===== config.mk =====
export PLATFORM = sky130hd
export DESIGN_NAME = id_ex_pipe
export DESIGN_NICKNAME = d
export VERILOG_FILES = /design/src/rtl/id_ex_pipe.sv
export SDC_FILE = /design/constraint.sdc
export NUM_CORES = 1
export LEC_CHECK = 0
export CAP_MARGIN = 5
export CORE_ASPECT_RATIO = 1.2
export CORE_MARGIN = 1.5
export CORE_UTILIZATION = 56
export CTS_CLUSTER_DIAMETER = 40
export DETAILED_ROUTE_END_ITERATION = 7
export HOLD_SLACK_MARGIN = 0.08
export PLACE_DENSITY = 0.89
export SLEW_MARGIN = 20
export SYNTH_ARGS = -nofsm -noshare
export SYNTH_HDL_FRONTEND = slang
export SYNTH_SLANG_ARGS = --single-unit

===== constraint.sdc =====
create_clock -name clk -period 4.53 [get_ports clk]
set_input_delay 0.906 -clock clk [delete_from_list [all_inputs] [get_ports clk]]
set_output_delay 0.906 -clock clk [all_outputs]
set_load 0.01 [all_outputs]

===== src/rtl/id_ex_pipe.sv =====
// id_ex_pipe: architectural register file, ID/EX register and a WB_DEPTH-stage
// destination delay line that scoreboards in-flight writers for RAW hazards.
// Optional feature macro: ID_EX_BYPASS_EN (write-through read of wb_data; the
// write stage is then excluded from the hazard check).
module id_ex_pipe #(
    parameter int unsigned DATA_W     = 16,
    parameter int unsigned REG_ADDR_W = 3,
    parameter int unsigned CTRL_W     = 16,
    parameter int unsigned WB_DEPTH   = 3
) (
    input  logic                  clk,
    input  logic                  rst,
    input  logic                  in_valid,
    output logic                  in_ready,
    input  logic                  stall,
    input  logic                  flush,
    input  logic [REG_ADDR_W-1:0] in_rs_sel,
    input  logic [REG_ADDR_W-1:0] in_rt_sel,
    input  logic [REG_ADDR_W-1:0] in_rd,
    input  logic                  in_reg_wrt,
    input  logic [CTRL_W-1:0]     in_ctrl,
    input  logic [DATA_W-1:0]     in_imm,
    input  logic [DATA_W-1:0]     in_pc,
    input  logic [DATA_W-1:0]     wb_data,
    output logic                  out_valid,
    output logic [DATA_W-1:0]     out_rs_data,
    output logic [DATA_W-1:0]     out_rt_data,
    output logic [DATA_W-1:0]     out_imm,
    output logic [DATA_W-1:0]     out_pc,
    output logic [CTRL_W-1:0]     out_ctrl,
    output logic [REG_ADDR_W-1:0] out_rd,
    output logic                  out_reg_wrt,
    output logic                  hazard,
    output logic                  wb_en,
    output logic [REG_ADDR_W-1:0] wb_sel
);

    localparam int unsigned NUM_REGS = 2 ** REG_ADDR_W;
`ifdef ID_EX_BYPASS_EN
    // The write stage is forwarded, so it never needs to block a reader.
    localparam int unsigned HAZ_DEPTH = WB_DEPTH - 1;
`else
    localparam int unsigned HAZ_DEPTH = WB_DEPTH;
`endif

    logic [DATA_W-1:0]     rf [NUM_REGS];
    logic [WB_DEPTH-1:0]   stg_valid;
    logic [WB_DEPTH-1:0]   stg_wrt;
    logic [REG_ADDR_W-1:0] stg_rd [WB_DEPTH];
    logic [DATA_W-1:0]     rs_rd;
    logic [DATA_W-1:0]     rt_rd;
    logic                  raw_hit;
    logic                  s1_hold;
    logic                  s1_load;

    // Stage 1 is the ID/EX register; the last stage drives the write port.
    assign out_valid   = stg_valid[0];
    assign out_reg_wrt = stg_wrt[0];
    assign out_rd      = stg_rd[0];
    assign wb_en       = stg_valid[WB_DEPTH-1] & stg_wrt[WB_DEPTH-1];
    assign wb_sel      = stg_rd[WB_DEPTH-1];

    // Scoreboard: any tracked in-flight writer matching either source select.
    always_comb begin
        raw_hit = 1'b0;
        for (int k = 0; k < int'(HAZ_DEPTH); k++) begin
            if (stg_valid[k] && stg_wrt[k] &&
                (stg_rd[k] == in_rs_sel || stg_rd[k] == in_rt_sel)) begin
                raw_hit = 1'b1;
            end
        end
    end

    assign hazard   = in_valid & raw_hit;
    assign in_ready = ~rst & (flush | (~stall & ~hazard));

    // Flush overrides stall; a held S1 sends a bubble down to S2.
    assign s1_hold = ~flush & stall;
    assign s1_load = ~flush & ~stall & ~hazard & in_valid;

    // Register-file read ports, optionally write-through from the WB port.
    always_comb begin
        rs_rd = rf[in_rs_sel];
        rt_rd = rf[in_rt_sel];
`ifdef ID_EX_BYPASS_EN
        if (wb_en && wb_sel == in_rs_sel) begin
            rs_rd = wb_data;
        end
        if (wb_en && wb_sel == in_rt_sel) begin
            rt_rd = wb_data;
        end
`endif
    end

    // ID/EX register and destination delay line.
    always_ff @(posedge clk) begin
        if (rst) begin
            stg_valid <= '0;
            stg_wrt   <= '0;
            for (int k = 0; k < int'(WB_DEPTH); k++) begin
                stg_rd[k] <= '0;
            end
            out_rs_data <= '0;
            out_rt_data <= '0;
            out_imm     <= '0;
            out_pc      <= '0;
            out_ctrl    <= '0;
        end else begin
            for (int k = 1; k < int'(WB_DEPTH); k++) begin
                if (k == 1 && s1_hold) begin
                    stg_valid[k] <= 1'b0;
                    stg_wrt[k]   <= 1'b0;
                    stg_rd[k]    <= '0;
                end else begin
                    stg_valid[k] <= stg_valid[k-1];
                    stg_wrt[k]   <= stg_wrt[k-1];
                    stg_rd[k]    <= stg_rd[k-1];
                end
            end
            if (s1_load) begin
                stg_valid[0] <= 1'b1;
                stg_wrt[0]   <= in_reg_wrt;
                stg_rd[0]    <= in_rd;
                out_rs_data  <= rs_rd;
                out_rt_data  <= rt_rd;
                out_imm      <= in_imm;
                out_pc       <= in_pc;
                out_ctrl     <= in_ctrl;
            end else if (!s1_hold) begin
                stg_valid[0] <= 1'b0;
                stg_wrt[0]   <= 1'b0;
                stg_rd[0]    <= '0;
                out_rs_data  <= '0;
                out_rt_data  <= '0;
                out_imm      <= '0;
                out_pc       <= '0;
                out_ctrl     <= '0;
            end
        end
    end

    // Register file write port; contents survive reset, no write on a reset edge.
    always_ff @(posedge clk) begin
        if (!rst && wb_en) begin
            rf[wb_sel] <= wb_data;
        end
    end

endmodule

==> results of run 1 <==
==> worst max-delay path by stage <==
stage	slack, ps	start	endpoint
2_1_floorplan	1480	rst	rf[0][0]
3_3_place_gp	780	in_rt_sel[2]	in_ready
3_5_place_dp	670	in_rt_sel[2]	in_ready
4_1_cts	600	in_rt_sel[2]	in_ready
5_1_grt	510	in_rt_sel[1]	in_ready
6_report	610	in_rt_sel[2]	in_ready
==> power by group <==
group          internal [uW]  leakage [uW]  switching, uW  total [uW]
Sequential              2170       0.00194           18.9        2190
Clock                   1210      0.000415            793        2000
Combinational            173       0.00176            138         311
Total                   3560       0.00412            950        4510
==> cell usage after synthesis <==
cell,instances,area (um2)
clkbuf_1,21,78.8
and2_1,6,37.5
edfxtp_1,137,4110
mux2i_1,32,320
a22o_1,49,429
nor3_1,4,20.0
nand2b_1,2,12.5
xor2_1,18,158
a21oi_1,1,5.00
nand4_1,1,6.26
nor3b_1,2,15.0
or3_1,1,6.26
nor4_1,4,25.0
a21boi_0,4,30.0
and4_4,1,11.3
buf_4,6,45.0
o211ai_2,1,12.5
buf_2,11,55.1
inv_1,3,11.3
nand2_1,38,143
nor2b_1,6,37.5
nor2_1,9,33.8
conb_1,1,3.75
o21ai_0,32,160
buf_6,9,101
dfxtp_1,86,1720
nand3_1,1,5.00
mux4_2,64,1440
==> metal layers <==
metal | vias to the layer above | share of wire [%]
met5 | - | 0
met3 | 49 | 7.7
met4 | 0 | 3.0
met2 | 285 | 52
met1 | 2837 | 37
li1 | 2496 | -
==> sequential cells by signal, summed over array words and instances, names as in the netlist <==
name         count
out_pc          16
out_rs_data     16
stg_rd           9
stg_wrt          3
out_imm         16
out_ctrl        16
out_rt_data     16
stg_valid        3
rf             128
==> metrics by stage <==
stage          utilization (%)  cells  hold slack (ps)  total power, uW  setup WS (ps)
2_1_floorplan                -    555              457             2390           1480
3_3_place_gp              69.3    904              439             2530            777
3_5_place_dp              69.3    904              444             2540            675
4_1_cts                   74.6    948              458             4530            598
5_1_grt                   74.6    950              487             4630            510
6_report                  74.6    951              456             4510            607
==> worst max-delay path: stages <==
cell	delay (ps)
clkdlybuf4s50_1	600
xor2_1	200
nor3_1	90
o211ai_2	210
nand3_1	140
a21boi_0	260
clkdlybuf4s50_1	610
==> kinds of logic after synthesis <==
| kind of cell | count (synthesis) |
|---|---|
| AOI/OAI and AO/OA | 87 |
| xor gates and xnor gates | 18 |
| buffers and inverters | 50 |
| DFF | 223 |
| muxes | 96 |
| other | 1 |
| and+or+nand+nor | 75 |
==> area by class of cell <==
cell class	instances	area, um2
Tap cell	208	260
Clock inverter	15	180
Inverter	3	11.3
Timing Repair Buffer	188	1820
Fill cell	922	3990
Sequential cell	223	5840
Multi-Input combinational cell	282	2950
Antenna cell	3	7.51
Clock buffer	29	651
==> impl_metrics.tcl, run 1 <==
set metrics [dict create \
    status "complete, no violations" \
    htree_num_levels 1 \
    clockBufferDepth 3 \
    ir_drop_mv 0.409 \
    max_cap_violations 0 \
    max-slew-margin-rel_pct 54.7 \
    cts_inserted_buffers 24 \
    track_usage_pct 26.4 \
    synth_fa_ha_area_share_pct 0 \
    synth_top_family_by_area "multiplexers" \
    hold_buffers 0 \
    p_leak_uw 0.00412 \
    worstHoldEndpoint "out_rt_data[6]" \
    r2r_setup_slack_ps 2150 \
    detail_route.wirelength_um 21900 \
    synth_seq_area_share_pct 64.6 \
    whs_path_depth 2 \
    synth_cell_type_count 28 \
    antenna_found_initial 3 \
    die-area_mm2 0.0169 \
    die_y_um 142 \
    crit_path_start_kind "primary input" \
    path_class "primary input to output port" \
    period_needed_ps 3920 \
    timing.rr.end "out_rt_data[3]" \
    path_max_fanout 4 \
    worstPathArrival_ps 3020 \
    finalHoldViolations 0 \
    synthMuxAreaShare_pct 19.5 \
    r2r_cells 6 \
    placed_area_mm2 0.0109 \
    cp-end-kind "output port" \
    rsz0062_at_grt "false" \
    wl_per_cell_um 23.1 \
    drtIter0Drc 562 \
    first_pass_iters 5 \
    initial_core_util_pct 57.6 \
    final_cell_mix "clkdlybuf4s50_1, edfxtp_1, dfxtp_1" \
    clock.fmax_mhz 255 \
    hp-class "flip-flop to flip-flop" \
    vias 5667 \
    grtUsageMet2_pct 46.7 \
    fp.dieW_um 119 \
    dp_hpwl_um 13800 \
    yosys_warnings 0 \
    setup_viol_count_final 0 \
    ctsResizeCount 0 \
    power_density_mw_per_mm2 385 \
    final_max_slew_viol_count 0 \
    worst_ep_required_time_ps 3620 \
    tightest_slew_ps 679 \
    row_count 50 \
    routabilityCongestion 0.860 \
    grt_max_degree 50 \
    grt-ovfl-total 0 \
    layout_commonest_cell "clkdlybuf4s50_1" \
    avgSynthCellArea_um2 16.4 \
    clock_sinks 223 \
    reg2reg_from "stg_rd[0][7]" \
    final_nets 801 \
    postRouteAntennaNets 0 \
    synth-xor-area-share_pct 1.74 \
    grt_pass1_wl_um 33600 \
    grt_pass1_vias 5949 \
    synthesis.area_mm2 0.00904 \
    port_buffers 169 \
    area_growth_pct 29.6 \
    met3_usage_pct 4.77 \
    synth-simple-area-share_pct 3.90 \
    synth_seq_cells 223 \
    insertion_delay_ps 510 \
    fin_setup_tns_ps 0 \
    met1_usage_pct 32.3 \
    finalInstanceArea_mm2 0.0117 \
    vias_per_cell 5.96 \
    finalCritPeriodShare_pct 86.6 \
    drc_errors 0 \
    worstHoldStart "out_rt_data[6]" \
    cts_tree "done" \
    clkTransAtPathRegs_ps 60 \
    synth_compound_area_share_pct 7.04 \
    cts_setup_buffers 0 \
    grt.busiest_layer "met2" \
    ios 170 \
    skew_ps 9.43 \
    drive_above_1_share_pct 17.7 \
    core-area_mm2 0.0157 \
    syn_inst 550 \
    root_buffer "clkbuf_16" \
]
Power figures use the tool's default switching activity.
==> run 2: changes to the inputs <==
--- a/config.mk
+++ b/config.mk
@@ -5,14 +5,16 @@
 export SDC_FILE = /design/constraint.sdc
 export NUM_CORES = 1
 export LEC_CHECK = 0
-export CAP_MARGIN = 5
+export CAP_MARGIN = 20
 export CORE_ASPECT_RATIO = 1.2
 export CORE_MARGIN = 1.5
-export CORE_UTILIZATION = 56
+export CORE_UTILIZATION = 60
 export CTS_CLUSTER_DIAMETER = 40
 export DETAILED_ROUTE_END_ITERATION = 7
+export DONT_BUFFER_PORTS = 1
 export HOLD_SLACK_MARGIN = 0.08
-export PLACE_DENSITY = 0.89
+export MAX_ROUTING_LAYER = met4
+export PLACE_DENSITY = 0.8
 export SLEW_MARGIN = 20
 export SYNTH_ARGS = -nofsm -noshare
 export SYNTH_HDL_FRONTEND = slang
==> run 2 against run 1 <==
Effect of this change:
- power is 12% lower
- design area fell by 17%
- critical path depth decreased by 2
- largest cell class unchanged
- global-route usage down 1.2 points
- count of clock-buffer cells in the layout decreased by 4
==> impl_metrics.tcl, run 2 (synthesis gave the netlist of run 1 again) <==
set metrics [dict create \
    cts_tree "done" \
    status "complete, no violations" \
    p_leak_uw 0.00335 \
    row_count 48 \
    worst_ep_required_time_ps 3620 \
    cts_inserted_buffers 21 \
    power_density_mw_per_mm2 405 \
    wl_per_cell_um 25.5 \
    port_buffers 0 \
    grt-ovfl-total 0 \
    detail_route.wirelength_um 19300 \
    root_buffer "clkbuf_16" \
    clock.fmax_mhz 332 \
    initial_core_util_pct 62.2 \
    antenna_found_initial 2 \
    ios 170 \
    postRouteAntennaNets 0 \
    finalCritPeriodShare_pct 66.5 \
    cts_setup_buffers 0 \
    crit_path_start_kind "flip-flop" \
    rsz0062_at_grt "false" \
    grt_pass1_vias 5023 \
    clkTransAtPathRegs_ps 60 \
    dp_hpwl_um 11800 \
    vias_per_cell 6.42 \
    worst_hold_slack_ps 481 \
    skew_ps 14.8 \
    largest_reg_flops 128 \
    utilization_pct 67.2 \
    grt_max_degree 84 \
    path_class "flip-flop to output port" \
    p_seq_share_pct 55.6 \
    max-slew-margin-rel_pct 44.8 \
    tightest_slew_ps 828 \
    final_nets 620 \
    grt_pass1_wl_um 28000 \
    netSwitchingPower_uw 788 \
    ctsResizeCount 0 \
    final_cell_mix "edfxtp_1, dfxtp_1, mux4_2" \
    insertion_delay_ps 490 \
    drc_errors 0 \
    vias 4860 \
    track_usage_pct 25.2 \
    fin_setup_tns_ps 0 \
    die-area_mm2 0.0158 \
    drive_above_1_share_pct 20.0 \
    fp.dieW_um 115 \
    first_pass_iters 5 \
    worstPathArrival_ps 2110 \
    area_growth_pct 8.06 \
    die_y_um 137 \
    core-area_mm2 0.0145 \
    clockBufferDepth 3 \
    clock_sinks 223 \
    cp-end-kind "output port" \
    setup_viol_count_final 0 \
    period_needed_ps 3010 \
    layout_commonest_cell "edfxtp_1" \
    hp-class "primary input to flip-flop" \
    htree_num_levels 1 \
    intPower_uw 3170 \
    regMostFlops "rf" \
    max_cap_violations 0 \
    combPwrFrac_pct 3.3 \
    p_clk_share_pct 41.1 \
    drtIter0Drc 467 \
    ir_drop_mv 0.276 \
    p_sw_share_pct 19.9 \
    hold_buffers 0 \
    power_uw 3960 \
    routabilityCongestion 0.742 \
    final_max_slew_viol_count 0 \
    path_max_fanout 8 \
    finalHoldViolations 0 \
]
==> run 2: final timing paths <==
check	from	endpoint	slack, ps	cells after the start
worst max-delay path	stg_rd[0][8]	in_ready	1520	5
worst min-delay path	rst	stg_wrt[2]	480	1
worst max register to register	stg_rd[0][7]	out_rt_data[2]	2510	6
worst min register to register	stg_valid[1]	stg_valid[2]	490	1
==> run 2: cell type report <==
type	count	area, um2
fill	984	4770
clock inverter	12	104
sequential	223	5840
clock buffer	25	541
timing repair buffer	10	75.1
inverter	3	11.3
multi-input combinational	282	2950
antenna	2	5.00
tap	200	250
==> run 2: critical path, cell delays in order (launching register included) <==
cell and delay (ps):
edfxtp_1 610, xor2_1 190, nor4_1 70, nor2_1 200, nand3_1 130, a21boi_0 410
==> run 2: through the flow <==
step	std cells	cell area, um2	setup slack, ps
floorplan	555	9060	1480
global placement	718	9120	1800
detailed placement	718	9120	1780
CTS	755	9760	1550
global route	757	9770	1410
finish	757	9770	1520
==> run 2: power groups by stage <==
stage               registers, uW  logic [uW]  clock network [uW]
floorplan                    2240         158                   0
global placement             2250         125                   0
detailed placement           2250         129                   0
CTS                          2200         130                1650
global route                 2200         139                1740
finish                       2200         129                1630
==> run 2: metal layers <==
| metal | wire length (um) | GRT usage (%) |
|---|---|---|
| met1 | 6750 | 26.6 |
| met2 | 10300 | 45.8 |
| met3 | 1700 | 5.32 |
| met4 | 558 | 10.3 |
| met5 | 0 | - |
